===== src/rtl/serializador.sv =====
// Byte-to-serial transmitter: MSB-first, one bit per clock, back-to-back bytes,
// with a one-deep holding buffer so an upstream producer can stream at full rate.
module serializador #(
    parameter logic [7:0] IDLE_CHAR = 8'hBC,
    parameter logic       IDLE_DK   = 1'b1
) (
    input  logic       clk,
    input  logic       reset_L,
    input  logic [7:0] in_data,
    input  logic       in_DK,
    input  logic       in_valid,
    output logic       in_ready,
    output logic       data,
    output logic       DK,
    output logic       frame
);

    localparam logic [2:0] LAST_BIT = 3'd7;

    logic [2:0] cnt_reg,   cnt_next;
    logic [7:0] sreg_reg,  sreg_next;
    logic       sdk_reg,   sdk_next;
    logic [7:0] hbuf_reg,  hbuf_next;
    logic       hdk_reg,   hdk_next;
    logic       hfull_reg, hfull_next;

    logic       at_last;
    logic       xfer;

    assign at_last  = (cnt_reg == LAST_BIT);
    // Ready only depends on registered state, so the handshake never loops back.
    assign in_ready = !hfull_reg || at_last;
    assign xfer     = in_valid && in_ready;

    always_ff @(posedge clk or negedge reset_L) begin
        if (!reset_L) begin
            cnt_reg   <= 3'd0;
            sreg_reg  <= IDLE_CHAR;
            sdk_reg   <= IDLE_DK;
            hbuf_reg  <= 8'h00;
            hdk_reg   <= 1'b0;
            hfull_reg <= 1'b0;
        end else begin
            cnt_reg   <= cnt_next;
            sreg_reg  <= sreg_next;
            sdk_reg   <= sdk_next;
            hbuf_reg  <= hbuf_next;
            hdk_reg   <= hdk_next;
            hfull_reg <= hfull_next;
        end
    end

    always_comb begin
        cnt_next   = cnt_reg + 3'd1;
        sreg_next  = sreg_reg;
        sdk_next   = sdk_reg;
        hbuf_next  = hbuf_reg;
        hdk_next   = hdk_reg;
        hfull_next = hfull_reg;

        if (at_last) begin
            // Byte boundary: buffered byte first, then a direct transfer, else idle fill.
            if (hfull_reg) begin
                sreg_next = hbuf_reg;
                sdk_next  = hdk_reg;
                if (xfer) begin
                    hbuf_next = in_data;
                    hdk_next  = in_DK;
                end else begin
                    hfull_next = 1'b0;
                end
            end else if (xfer) begin
                sreg_next = in_data;
                sdk_next  = in_DK;
            end else begin
                sreg_next = IDLE_CHAR;
                sdk_next  = IDLE_DK;
            end
        end else if (xfer) begin
            hbuf_next  = in_data;
            hdk_next   = in_DK;
            hfull_next = 1'b1;
        end
    end

    assign data  = sreg_reg[LAST_BIT - cnt_reg];
    assign DK    = sdk_reg;
    assign frame = (cnt_reg == 3'd0);

endmodule

===== config.mk =====
export PLATFORM = sky130hd
export DESIGN_NAME = serializador
export DESIGN_NICKNAME = d
export VERILOG_FILES = /design/src/rtl/serializador.sv
export SDC_FILE = /design/constraint.sdc
export NUM_CORES = 1
export LEC_CHECK = 0
export ABC_AREA = 1
export BUFFER_PORTS_ARGS = -buffer_cell sky130_fd_sc_hd__buf_4
export CORE_MARGIN = 1
export CORE_UTILIZATION = 59
export DETAILED_ROUTE_END_ITERATION = 6
export PLACE_DENSITY = 0.84
export SYNTH_ARGS = -nofsm -noshare
export SYNTH_HDL_FRONTEND = slang
export SYNTH_SLANG_ARGS = --single-unit
export TNS_END_PERCENT = 100

===== constraint.sdc =====
create_clock -name clk -period 4.3 [get_ports clk]
set_input_delay 0.86 -clock clk [delete_from_list [all_inputs] [get_ports clk]]
set_output_delay 0.86 -clock clk [all_outputs]
set_load 0.005 [all_outputs]

=== Yosys cells after proc, flatten, opt, wreduce, memory -nomap -nowiden ===
Cells that the tools add are included.

* Bits of input ports: 12
* Register bits: 22
* Logic and storage cells: 32
* Output and inout bits: 4

* Magnitude comparators: 1
* Reduce and logical (&&, ||, !) cells: 5
* Muxes and demuxes: 16
* Add/sub/neg operators: 2
* Equal/unequal tests: 2

{| class="wikitable"
|+ Operator list
! operator !! number
|-
| $mux W8 || 5
|-
| $mux W1 || 10
|-
| $lt A3 B4 Y1 const B || 1
|-
| $add A3 B1 Y3 const B || 1
|-
| $bmux W1 S3 || 1
|-
| $eq A3 B3 Y1 const B || 1
|-
| $logic_not A3 Y1 || 1
|-
| $sub A3 B3 Y3 const A || 1
|-
| $ne A2 B2 Y1 const B || 1
|-
| $reduce_bool A2 Y1 || 1
|-
| $logic_and A1 B1 Y1 || 1
|-
| $logic_not A1 Y1 || 1
|-
| $logic_or A1 B1 Y1 || 1
|}

=== Logic depth before layout (Yosys ltp) ===
Gate-level depths: netlist (run 1).

* Word-level depth: 6
* Depth in mapped cells: 7
* Depth with buffers taken out: 7

=== Least setup slack after synthesis (run 1) ===
OpenSTA, ideal clock, no wires.

* Kind: reg2out
* From: register cnt_reg[0]
* To: output port in_ready
* Path buffers: 0
* Cell stages (with the launch flop): 5
* Data arrival time: 0.966 ns
* Data required time: 3.440 ns
* Slack: 2.474 ns
* Cells stage by stage: dfrtp_1 ha_1 ha_1 inv_2 nand2_2

* Longest elaborated chain between the ends: 2

{| class="wikitable"
|+ Ends and longest elaborated chain
! what !! line !! RTL
|-
| start: declaration || 20 || <nowiki>logic [2:0] cnt_reg, cnt_next;</nowiki>
|-
| start signal: assignment || 44 || <nowiki>cnt_reg <= cnt_next;</nowiki>
|-
| $eq A3 B3 Y1 || 30 || <nowiki>assign at_last = (cnt_reg == LAST_BIT);</nowiki>
|-
| net at_last || 27 || <nowiki>logic at_last;</nowiki>
|-
| $logic_or A1 B1 Y1 || 32 || <nowiki>assign in_ready = !hfull_reg || at_last;</nowiki>
|-
| end: declaration || 12 || <nowiki>output logic in_ready,</nowiki>
|}

The timed path passes the listed nets, and every way through them passes these cells.

=== Worst setup path in the final report (run 1) ===
Ends and elaborated chain as after synthesis.

==> impl_metrics.toml, run 1 <==
[outcome]
status = "finished, final reports clean"

[route]
dr.first_iter.drc_count = 19
drtPass1Iterations = 4
wl_per_cell_um = 10.7
route.met3.wl_um = 50
routed_wirelength_um = 1790
route.met2.wl_um = 822
drc = 0
vias_per_cell = 5.06
vias = 850
drt-met1-wl_um = 884
top_layer_used = "met4"
antenna_left = 0

[clocking]
cts_tree = "yes"
cts_hold_buf = 0
cts-root-buf = "clkbuf_4"
cts-resized-gates = 0
cts_made_buffers = 3
clkSinkCount = 22
cts_setup_buffers = 0
clk_latency_ns = 0.31
cts.htree.levels = 1
clockBufferDepth = 2
clk_pin_slew_ns = 0.12

[placement]
place.gp.congestion = 0.889
portBuffers = 15
hpwl_um = 1290

[sta]
fmaxAchievable_ghz = 0.368
slew_violations = 0
fin_crit_ns = 2.72
final_hold_viol_count = 0
rsz0062_at_grt = "false"
worst_pin_slew_ns = 0.733
fin_crit_sh_pct = 63.2
clock_skew_ns = 0.00124
slew_headroom_pct = 51.2
setup-tns-final_ns = 0
finalSetupViolCount = 0

[critical_path]
endpoint_kind = "output pin"
crit_required_ns = 3.44
cp.arrival_ns = 1.86
crit_path_start_kind = "flop"
critPathMaxFanout = 24
crit_type = "reg -> out"

[power]
swShare_pct = 29.0
comb_power_share_pct = 22.7
power.leakage_nw = 0.643
switchingPower_mw = 0.155
pwr_density_cell_mw_per_mm2 = 429
p_int_mw = 0.381
p_seq_share_pct = 56.0
irDropWorstVdd_v = 0.000301
clkPwrFrac_pct = 21.3

[layout]
diodes = 0
layout.nets = 159
syn_to_final_growth_pct = 13.8
final_util_pct = 72.4
nFillCells = 145
drive_gt1_share_pct = 26.6

[synth]
synth_area_leader_cell = "dfrtp_1"
synth_edf_count = 0
synth_area_per_cell_sq_um = 8.58
syn_nets = 143
synth-seq-area-share_pct = 50.8
synth.area.top_cells = "dfrtp_1 (36%), dfstp_2 (14%), nand2_1 (8.5%), inv_1 (7.9%), nand3_1 (7.3%)"
ys_warn_count = 0
yosys_most_used_dff = "dfrtp_1"
synth_top_area_share_pct = 36.4
synth_area_sq_mm = 0.00110
ys_ff_latch = 22
ys_async_sr_fraction_pct = 100
synth_cell_types = 17
synth_common_cells = "nand2_1 (25), inv_1 (23), dfrtp_1 (16), nand3_1 (16), nor2_1 (13)"
synthCells = 128
synth.most_common_cell = "nand2_1"

[die]
design.die.area_sq_mm = 0.00204
core.rowCount = 15
initial_utilization_pct = 63.6
core_sq_mm = 0.00173
die_w_um = 45.2
die_h_um = 45.2
ios = 16

[global_routing]
gr-total-overflow = 0
antenna_found_initial = 0
grt_max_degree = 25
grt.total_usage_pct = 22.1
grt_pass1_wl_um = 3210
grt_pass1_vias = 755

[job]
timing.max_cap.violations = 0

[worst_hold_path]
hold_path.class = "in -> async"
==> placed cells by master (no fill, tap or decap) <==
cell | netlist | layout
nor2_1 | 13 | 13
o21ai_2 | 9 | 9
nand3_1 | 16 | 16
inv_1 | 23 | 23
nand3_4 | 1 | 1
clkbuf_8 | 0 | 1
clkbuf_4 | 0 | 3
buf_4 | 1 | 15
o211ai_1 | 3 | 3
ha_1 | 3 | 3
nand2_2 | 1 | 1
inv_2 | 1 | 1
dfstp_2 | 6 | 6
nand2_1 | 25 | 25
nor2_2 | 1 | 1
o21ai_0 | 6 | 6
dfrtp_1 | 16 | 16
==> layout make-up <==
cell class | instances | area, sq um | area share [%]
flip-flops and latches | 22 | 558 | 44.6
multi-input cells | 78 | 422 | 33.7
repair buffers | 15 | 113 | 9.01
inverters | 24 | 90.1 | 7.21
clock buffers | 4 | 36.3 | 2.90
well taps | 25 | 31.3 | 2.50
==> per-stage QoR <==
stage	cell area, sq um	worst slack, ns	hold WS [ns]	total power [mW]	std cells
final	1250	1.58	0.410	0.536	168
after global routing	1250	1.42	0.414	0.570	168
after CTS	1250	1.59	0.413	0.541	168
after detailed placement	1210	1.94	0.469	0.427	164
after global placement	1210	1.99	0.466	0.421	164
after floorplan	1100	2.47	0.456	0.385	128
==> worst paths after layout <==
kind,start,to,slack (ns),cells past startpoint
worst max-delay path,cnt_reg[0],in_ready,1.58,5
min in group clk,hbuf_reg[3],hbuf_reg[3],0.50,2
max in group asynchronous,reset_L,DK,3.62,1
worst min register to register,hbuf_reg[3],hbuf_reg[3],0.50,2
worst min-delay path,reset_L,hbuf_reg[4],0.41,1
worst max register to register,cnt_reg[0],hbuf_reg[2],2.30,6
==> power by group through the flow <==
stage | Sequential, mW | Clock, mW | Combinational (mW)
2_1_floorplan | 0.295 | 0 | 0.0895
3_3_place_gp | 0.302 | 0 | 0.119
3_5_place_dp | 0.304 | 0 | 0.123
4_1_cts | 0.300 | 0.117 | 0.124
5_1_grt | 0.305 | 0.125 | 0.140
6_report | 0.300 | 0.114 | 0.122
==> kinds of logic after synthesis <==
kind of cell    count (synthesis)  synth area share [%]
flops                          22                  50.8
compound gates                 18                  12.0
simple gates                   57                  23.0
buf+inv                        28                  10.8
fa+ha+maj                       3                  3.42
==> critical path, cell delays in order, from the launching register on <==
cell and delay, ns:
dfrtp_1 0.45, ha_1 0.18, ha_1 0.62, inv_2 0.06, nand2_2 0.12, buf_4 0.12
==> metal layers <==
metal,GRT usage [%],vias to the layer above
met2,33.9,15
met5,0,-
li1,-,432
met3,3.60,5
met4,10.9,0
met1,30.3,398
(Power assumes the default switching activity.)
==> run 2, diff against run 1 <==
--- a/config.mk
+++ b/config.mk
@@ -8,9 +8,9 @@
 export ABC_AREA = 1
 export BUFFER_PORTS_ARGS = -buffer_cell sky130_fd_sc_hd__buf_4
 export CORE_MARGIN = 1
-export CORE_UTILIZATION = 59
+export CORE_UTILIZATION = 49
 export DETAILED_ROUTE_END_ITERATION = 6
-export PLACE_DENSITY = 0.84
+export PLACE_DENSITY = 0.75
 export SYNTH_ARGS = -nofsm -noshare
 export SYNTH_HDL_FRONTEND = slang
 export SYNTH_SLANG_ARGS = --single-unit
==> constraint.sdc (replaced) <==
create_clock -name clk -period 2.4 [get_ports clk]
set_input_delay 0.48 -clock clk [delete_from_list [all_inputs] [get_ports clk]]
set_output_delay 0.48 -clock clk [all_outputs]
set_load 0.005 [all_outputs]
==> run 2 against run 1 <==
Effect of this change:
- cell count is 1.8% higher
- final area did not move
- critical endpoint unchanged
- die area is 19% higher
- critical path type unchanged
- routed wire length up 3.3%
- via count down 1.3%
==> impl_metrics.toml, run 2 (same netlist as run 1, synthesis figures left out) <==
[route]
wl_per_cell_um = 10.8
routed_wirelength_um = 1850
drc = 0
drtPass1Iterations = 4
dr.first_iter.drc_count = 20
vias = 839
vias_per_cell = 4.91
antenna_left = 0

[clocking]
cts-resized-gates = 0
cts_hold_buf = 0
cts.htree.levels = 1
cts-root-buf = "clkbuf_4"
clk_latency_ns = 0.31
clk_pin_slew_ns = 0.12
cts_made_buffers = 3
cts_setup_buffers = 0
cts_tree = "yes"
clkSinkCount = 22
clockBufferDepth = 2

[global_routing]
antenna_found_initial = 0
grt_max_degree = 23
grt_pass1_vias = 754
grt_pass1_wl_um = 3220
gr-total-overflow = 0
grt.total_usage_pct = 17.6

[layout]
final_common_cell = "nand2_1"
multi_input_area_sq_um = 422
drive_gt1_share_pct = 26.4
regArea_sq_um = 558
final_cell_mix = "nand2_1 (25), inv_1 (23), nand3_1 (16), dfrtp_1 (16), buf_4 (16)"
syn_to_final_growth_pct = 13.8
layout.nets = 160
diodes = 0
nFillCells = 204
final_util_pct = 61.2

[critical_path]
endpoint_kind = "output pin"
cp_common_cell = "ha_1"
critPathMaxFanout = 6
r2r_slack_ns = 0.84
cp.arrival_ns = 1.47
rr_worst_depth = 6
crit_required_ns = 1.92
reg2reg_from = "cnt_reg[0]"
crit_path_start_kind = "flop"
crit_type = "reg -> out"
reg2reg_to = "hbuf_reg[2]"
max_stage_delay_ns = 0.45
cpMaxStageDelayCell = "dfrtp_1"
cp_cell_sequence = "ha_1 -> ha_1 -> inv_2 -> nand2_2 -> buf_4"

[die]
ios = 16
design.die.area_sq_mm = 0.00244
die_w_um = 49.4
core_sq_mm = 0.00204
core.rowCount = 16
initial_utilization_pct = 53.8
die_h_um = 49.4

[sta]
finalSetupViolCount = 0
clock_skew_ns = 0.0110
worst_pin_slew_ns = 0.377
final_hold_viol_count = 0
rsz0062_at_grt = "false"
fmaxAchievable_ghz = 0.513
fin_crit_sh_pct = 81.3
fin_crit_ns = 1.95
slew_violations = 0
slew_headroom_pct = 74.8
setup-tns-final_ns = 0

[placement]
place.gp.congestion = 0.859
hpwl_um = 1360
portBuffers = 15

[worst_hold_path]
hold_path.class = "in -> async"

[power]
power.leakage_nw = 0.643
irDropWorstVdd_v = 0.000519
pwr_density_cell_mw_per_mm2 = 746

[outcome]
status = "finished, final reports clean"

[job]
timing.max_cap.violations = 0
-- run 2: changes by cell type in the layout (fill, tap and decap cells not counted) --
cell / delta
clkbuf_8: -1
clkbuf_1: +1
buf_4: +1
-- run 2: where the power goes --
| group | internal (mW) | leakage (nW) | switching [mW] | total, mW |
|---|---|---|---|---|
| Sequential | 0.491 | 0.260 | 0.0486 | 0.540 |
| Clock | 0.0649 | 0.0150 | 0.109 | 0.174 |
| Combinational | 0.0982 | 0.367 | 0.121 | 0.219 |
-- run 2: metal layers --
| layer | wire [um] | vias to the layer above | global-route usage, % |
|---|---|---|---|
| met5 | 0 | - | 0 |
| met4 | 47 | 0 | 10.3 |
| met1 | 879 | 389 | 23.2 |
| li1 | - | 431 | - |
| met3 | 44 | 5 | 1.87 |
| met2 | 881 | 14 | 27.9 |
-- run 2: per-stage QoR --
stage          hold WS (ns)  instances  power [mW]  worst slack, ns  instance area, sq um
6_report             0.0246        171       0.932            0.449                  1250
5_1_grt              0.0337        171        1.00            0.371                  1250
4_1_cts              0.0336        171       0.945            0.440                  1250
3_5_place_dp          0.385        167       0.770            0.806                  1220
3_3_place_gp          0.380        167       0.756            0.823                  1220
2_1_floorplan         0.184        128       0.690            0.954                  1100
-- run 2: cell type report --
cell class	count	area share [%]
Clock buffer	4	2.10
Inverter	24	7.21
Sequential cell	22	44.6
Multi-Input combinational cell	78	33.7
Tap cell	27	2.70
Timing Repair Buffer	16	9.61
-- run 2: critical path, delay by kind of cell, from the launching register on --
| kind | cells | cell delay, ns |
|---|---|---|
| adder cells (fa/ha/maj) | 2 | 0.43 |
| flip-flops | 1 | 0.45 |
| AND/OR/NAND/NOR | 1 | 0.07 |
| buffers and inverters | 2 | 0.21 |
-- run 2: worst max path at each step --
stage | from | to | cells after the start
after floorplan | cnt_reg[0] | in_ready | 4
after global placement | cnt_reg[0] | in_ready | 5
after detailed placement | cnt_reg[0] | in_ready | 5
after CTS | cnt_reg[0] | in_ready | 5
after global routing | cnt_reg[0] | in_ready | 5
final | cnt_reg[0] | in_ready | 5
==> run 3, diff against run 2 <==
--- a/config.mk
+++ b/config.mk
@@ -5,12 +5,12 @@
 export SDC_FILE = /design/constraint.sdc
 export NUM_CORES = 1
 export LEC_CHECK = 0
-export ABC_AREA = 1
+export ABC_AREA = 0
 export BUFFER_PORTS_ARGS = -buffer_cell sky130_fd_sc_hd__buf_4
 export CORE_MARGIN = 1
-export CORE_UTILIZATION = 49
+export CORE_UTILIZATION = 54
 export DETAILED_ROUTE_END_ITERATION = 6
-export PLACE_DENSITY = 0.75
+export PLACE_DENSITY = 0.78
 export SYNTH_ARGS = -nofsm -noshare
 export SYNTH_HDL_FRONTEND = slang
 export SYNTH_SLANG_ARGS = --single-unit
==> constraint.sdc (replaced) <==
create_clock -name clk -period 1.85 [get_ports clk]
set_input_delay 0.37 -clock clk [delete_from_list [all_inputs] [get_ports clk]]
set_output_delay 0.37 -clock clk [all_outputs]
set_load 0.005 [all_outputs]
==> run 3 against run 2 <==
Effect of this change:
- setup slack worse by 0.53 ns
- largest cell class unchanged
- sequential power is 10% higher
- the flow now finishes with violations (setup timing)
- clock-buffer cell count fell by 1
- sequential cell count stayed put
- worst hold slack improved by 0.26 ns
- first-iteration DRC count shrank 85%
- clock power increased by 110%
- register-to-register slack got worse by 0.61 ns
==> impl_metrics.toml, run 3 <==
[die]
core.rowCount = 15
ios = 16
core_sq_mm = 0.00178
die_h_um = 46.2
initial_utilization_pct = 59.1
die_w_um = 46.2
design.die.area_sq_mm = 0.00213

[clocking]
cts-root-buf = "clkbuf_4"
clk_pin_slew_ns = 0.13
cts_tree = "yes"
clkSinkCount = 22
clk_latency_ns = 0.32
cts.htree.levels = 1
cts_made_buffers = 3
clockBufferDepth = 2

[synth]
synth_area_sq_mm = 0.00105
synthCells = 80
synth_common_cells = "dfrtp_1 (16), inv_1 (10), mux2_4 (9)"
ys_warn_count = 0
synth_cell_types = 20
synth-seq-area-share_pct = 53.0
syn_nets = 95
synth_top_area_share_pct = 38.0
synth_edf_count = 0
synth.most_common_cell = "dfrtp_1"
yosys_most_used_dff = "dfrtp_1"
ys_ff_latch = 22
synth_area_per_cell_sq_um = 13.2
synth_area_leader_cell = "dfrtp_1"
ys_async_sr_fraction_pct = 100
synth.area.top_cells = "dfrtp_1 (38%), dfstp_2 (15%), mux2_4 (13%), o221ai_1 (5.0%), mux4_2 (4.3%)"

[worst_hold_path]
holdPathStages = 2
holdPathEnd = "hbuf_reg[1]"
holdCritStartpoint = "in_data[1]"
hold_path.class = "in -> reg"

[placement]
portBuffers = 15
postPlaceCellArea_sq_mm = 0.00119
place.gp.congestion = 0.711
hpwl_um = 1340
dp_slack_ns = 0.204
dp.cells = 119

[route]
dr.first_iter.drc_count = 3
drc = 0
antenna_left = 0
vias_per_cell = 5.26
drtPass1Iterations = 4
vias = 657
routed_wirelength_um = 1860
wl_per_cell_um = 14.9

[layout]
final_util_pct = 71.8
diodes = 0
stdcell_count = 125
drive_gt1_share_pct = 44.0
layout.nets = 116
fin_area_sq_mm = 0.00128
syn_to_final_growth_pct = 21.5
final_cell_mix = "dfrtp_1 (16), buf_4 (16), inv_1 (9), mux2_4 (9)"

[sta]
fin_crit_sh_pct = 105
slew_violations = 0
worst_pin_slew_ns = 0.329
finalSetupViolCount = 1
fmaxAchievable_ghz = 0.517
clock_skew_ns = 0.0114
fin_crit_ns = 1.93
setup_ws_ns = -0.0847
rsz0062_at_grt = "true"
slew_headroom_pct = 78.1
final_hold_viol_count = 0
holdWs_ns = 0.285

[power]
irDropWorstVdd_v = 0.000753
power.leakage_nw = 0.606
pwr_density_cell_mw_per_mm2 = 878

[critical_path]
r2r_slack_ns = 0.23
crit_type = "reg -> out"
critical_path_buf_inv_count = 2
rr_worst_depth = 5
endpoint_kind = "output pin"
crit_path_start_kind = "flop"
cpMaxStageDelayCell = "mux4_2"
critPathMaxFanout = 3
cp_cell_sequence = "buf_6 -> mux4_2 -> nand2_1 -> nand2_1 -> buf_6"
crit_required_ns = 1.48
max_stage_delay_ns = 0.48
reg2reg_to = "hbuf_reg[4]"
path_delay_family = "multiplexers"
cp.arrival_ns = 1.56
reg2reg_from = "cnt_reg[0]"

[global_routing]
gr-usage-met2_pct = 29.9
top_usage_layer = "met2"
grt.met3_usage_pct = 8.24
grt_pass1_wl_um = 2950
use_met1_pct = 28.0
grt.total_usage_pct = 20.4
grt_pass1_vias = 645
gr-total-overflow = 0
grt_max_degree = 23
antenna_found_initial = 0

[job]
timing.max_cap.violations = 0

[outcome]
status = "complete, but fails checks"
violations = "setup timing"
[run 3: changes by cell type in the layout (fill, tap and decap cells not counted), moves of 3 or more]
cell,change
inv_1,-14
o221ai_1,+6
o211ai_1,-3
nand3_1,-16
mux2_4,+9
nand2_1,-22
nor2_1,-7
o21ai_2,-9
a221oi_1,+3
[run 3: logic make-up (layout without fill, tap and decap cells)]
| family | Yosys count | after routing | synth area share [%] |
|---|---|---|---|
| buffers and inverters | 13 | 33 | 5.70 |
| adder cells (fa/ha/maj) | 4 | 4 | 4.51 |
| multiplexers | 11 | 11 | 17.1 |
| AO/OA/AOI/OAI | 15 | 15 | 10.3 |
| flip-flops | 22 | 22 | 53.0 |
| AND/OR/NAND/NOR | 15 | 15 | 9.38 |
[run 3: routing by layer]
layer	part of all wire, %	routed length [um]
met1	48	899
met2	46	853
met3	5.8	107
met4	0	0
met5	0	0
[run 3: worst max-delay path by stage]
stage	start	endpoint	cells after the start
final	cnt_reg[0]	data	5
after global routing	cnt_reg[0]	data	5
after floorplan	cnt_reg[0]	hbuf_reg[0]	6
after CTS	cnt_reg[0]	data	5
after detailed placement	cnt_reg[1]	hbuf_reg[4]	5
after global placement	cnt_reg[1]	hbuf_reg[0]	5
[run 3: per-stage QoR]
stage | power (mW) | TNS (ns)
2_1_floorplan | 0.687 | 0
3_3_place_gp | 0.747 | 0
3_5_place_dp | 0.756 | 0
4_1_cts | 1.13 | -0.101
5_1_grt | 1.17 | -0.191
6_report | 1.12 | -0.0847
[run 3: final cells by class]
type                            instances  area, sq um
Multi-Input combinational cell         45          448
Clock inverter                          1         30.0
Fill cell                             134          503
Clock buffer                            3         22.5
Inverter                               10         37.5
Tap cell                               25         31.3
Timing Repair Buffer                   19          153
Sequential cell                        22          558
[run 3: timing repair]
item	CTS	global route
hold buffers	1	0
setup endpoints to repair	2	3
pin swaps	2	0
gates cloned	0	0
endpoints found under the hold margin	16	0
setup buffers	1	0
resized for setup	2	3
[run 3: where the power goes]
group	leakage, nW	total (mW)	internal (mW)	switching, mW
clock	0.0279	0.374	0.219	0.155
sequential	0.251	0.596	0.557	0.0385
combinational	0.327	0.154	0.0958	0.0579
total	0.606	1.12	0.872	0.252
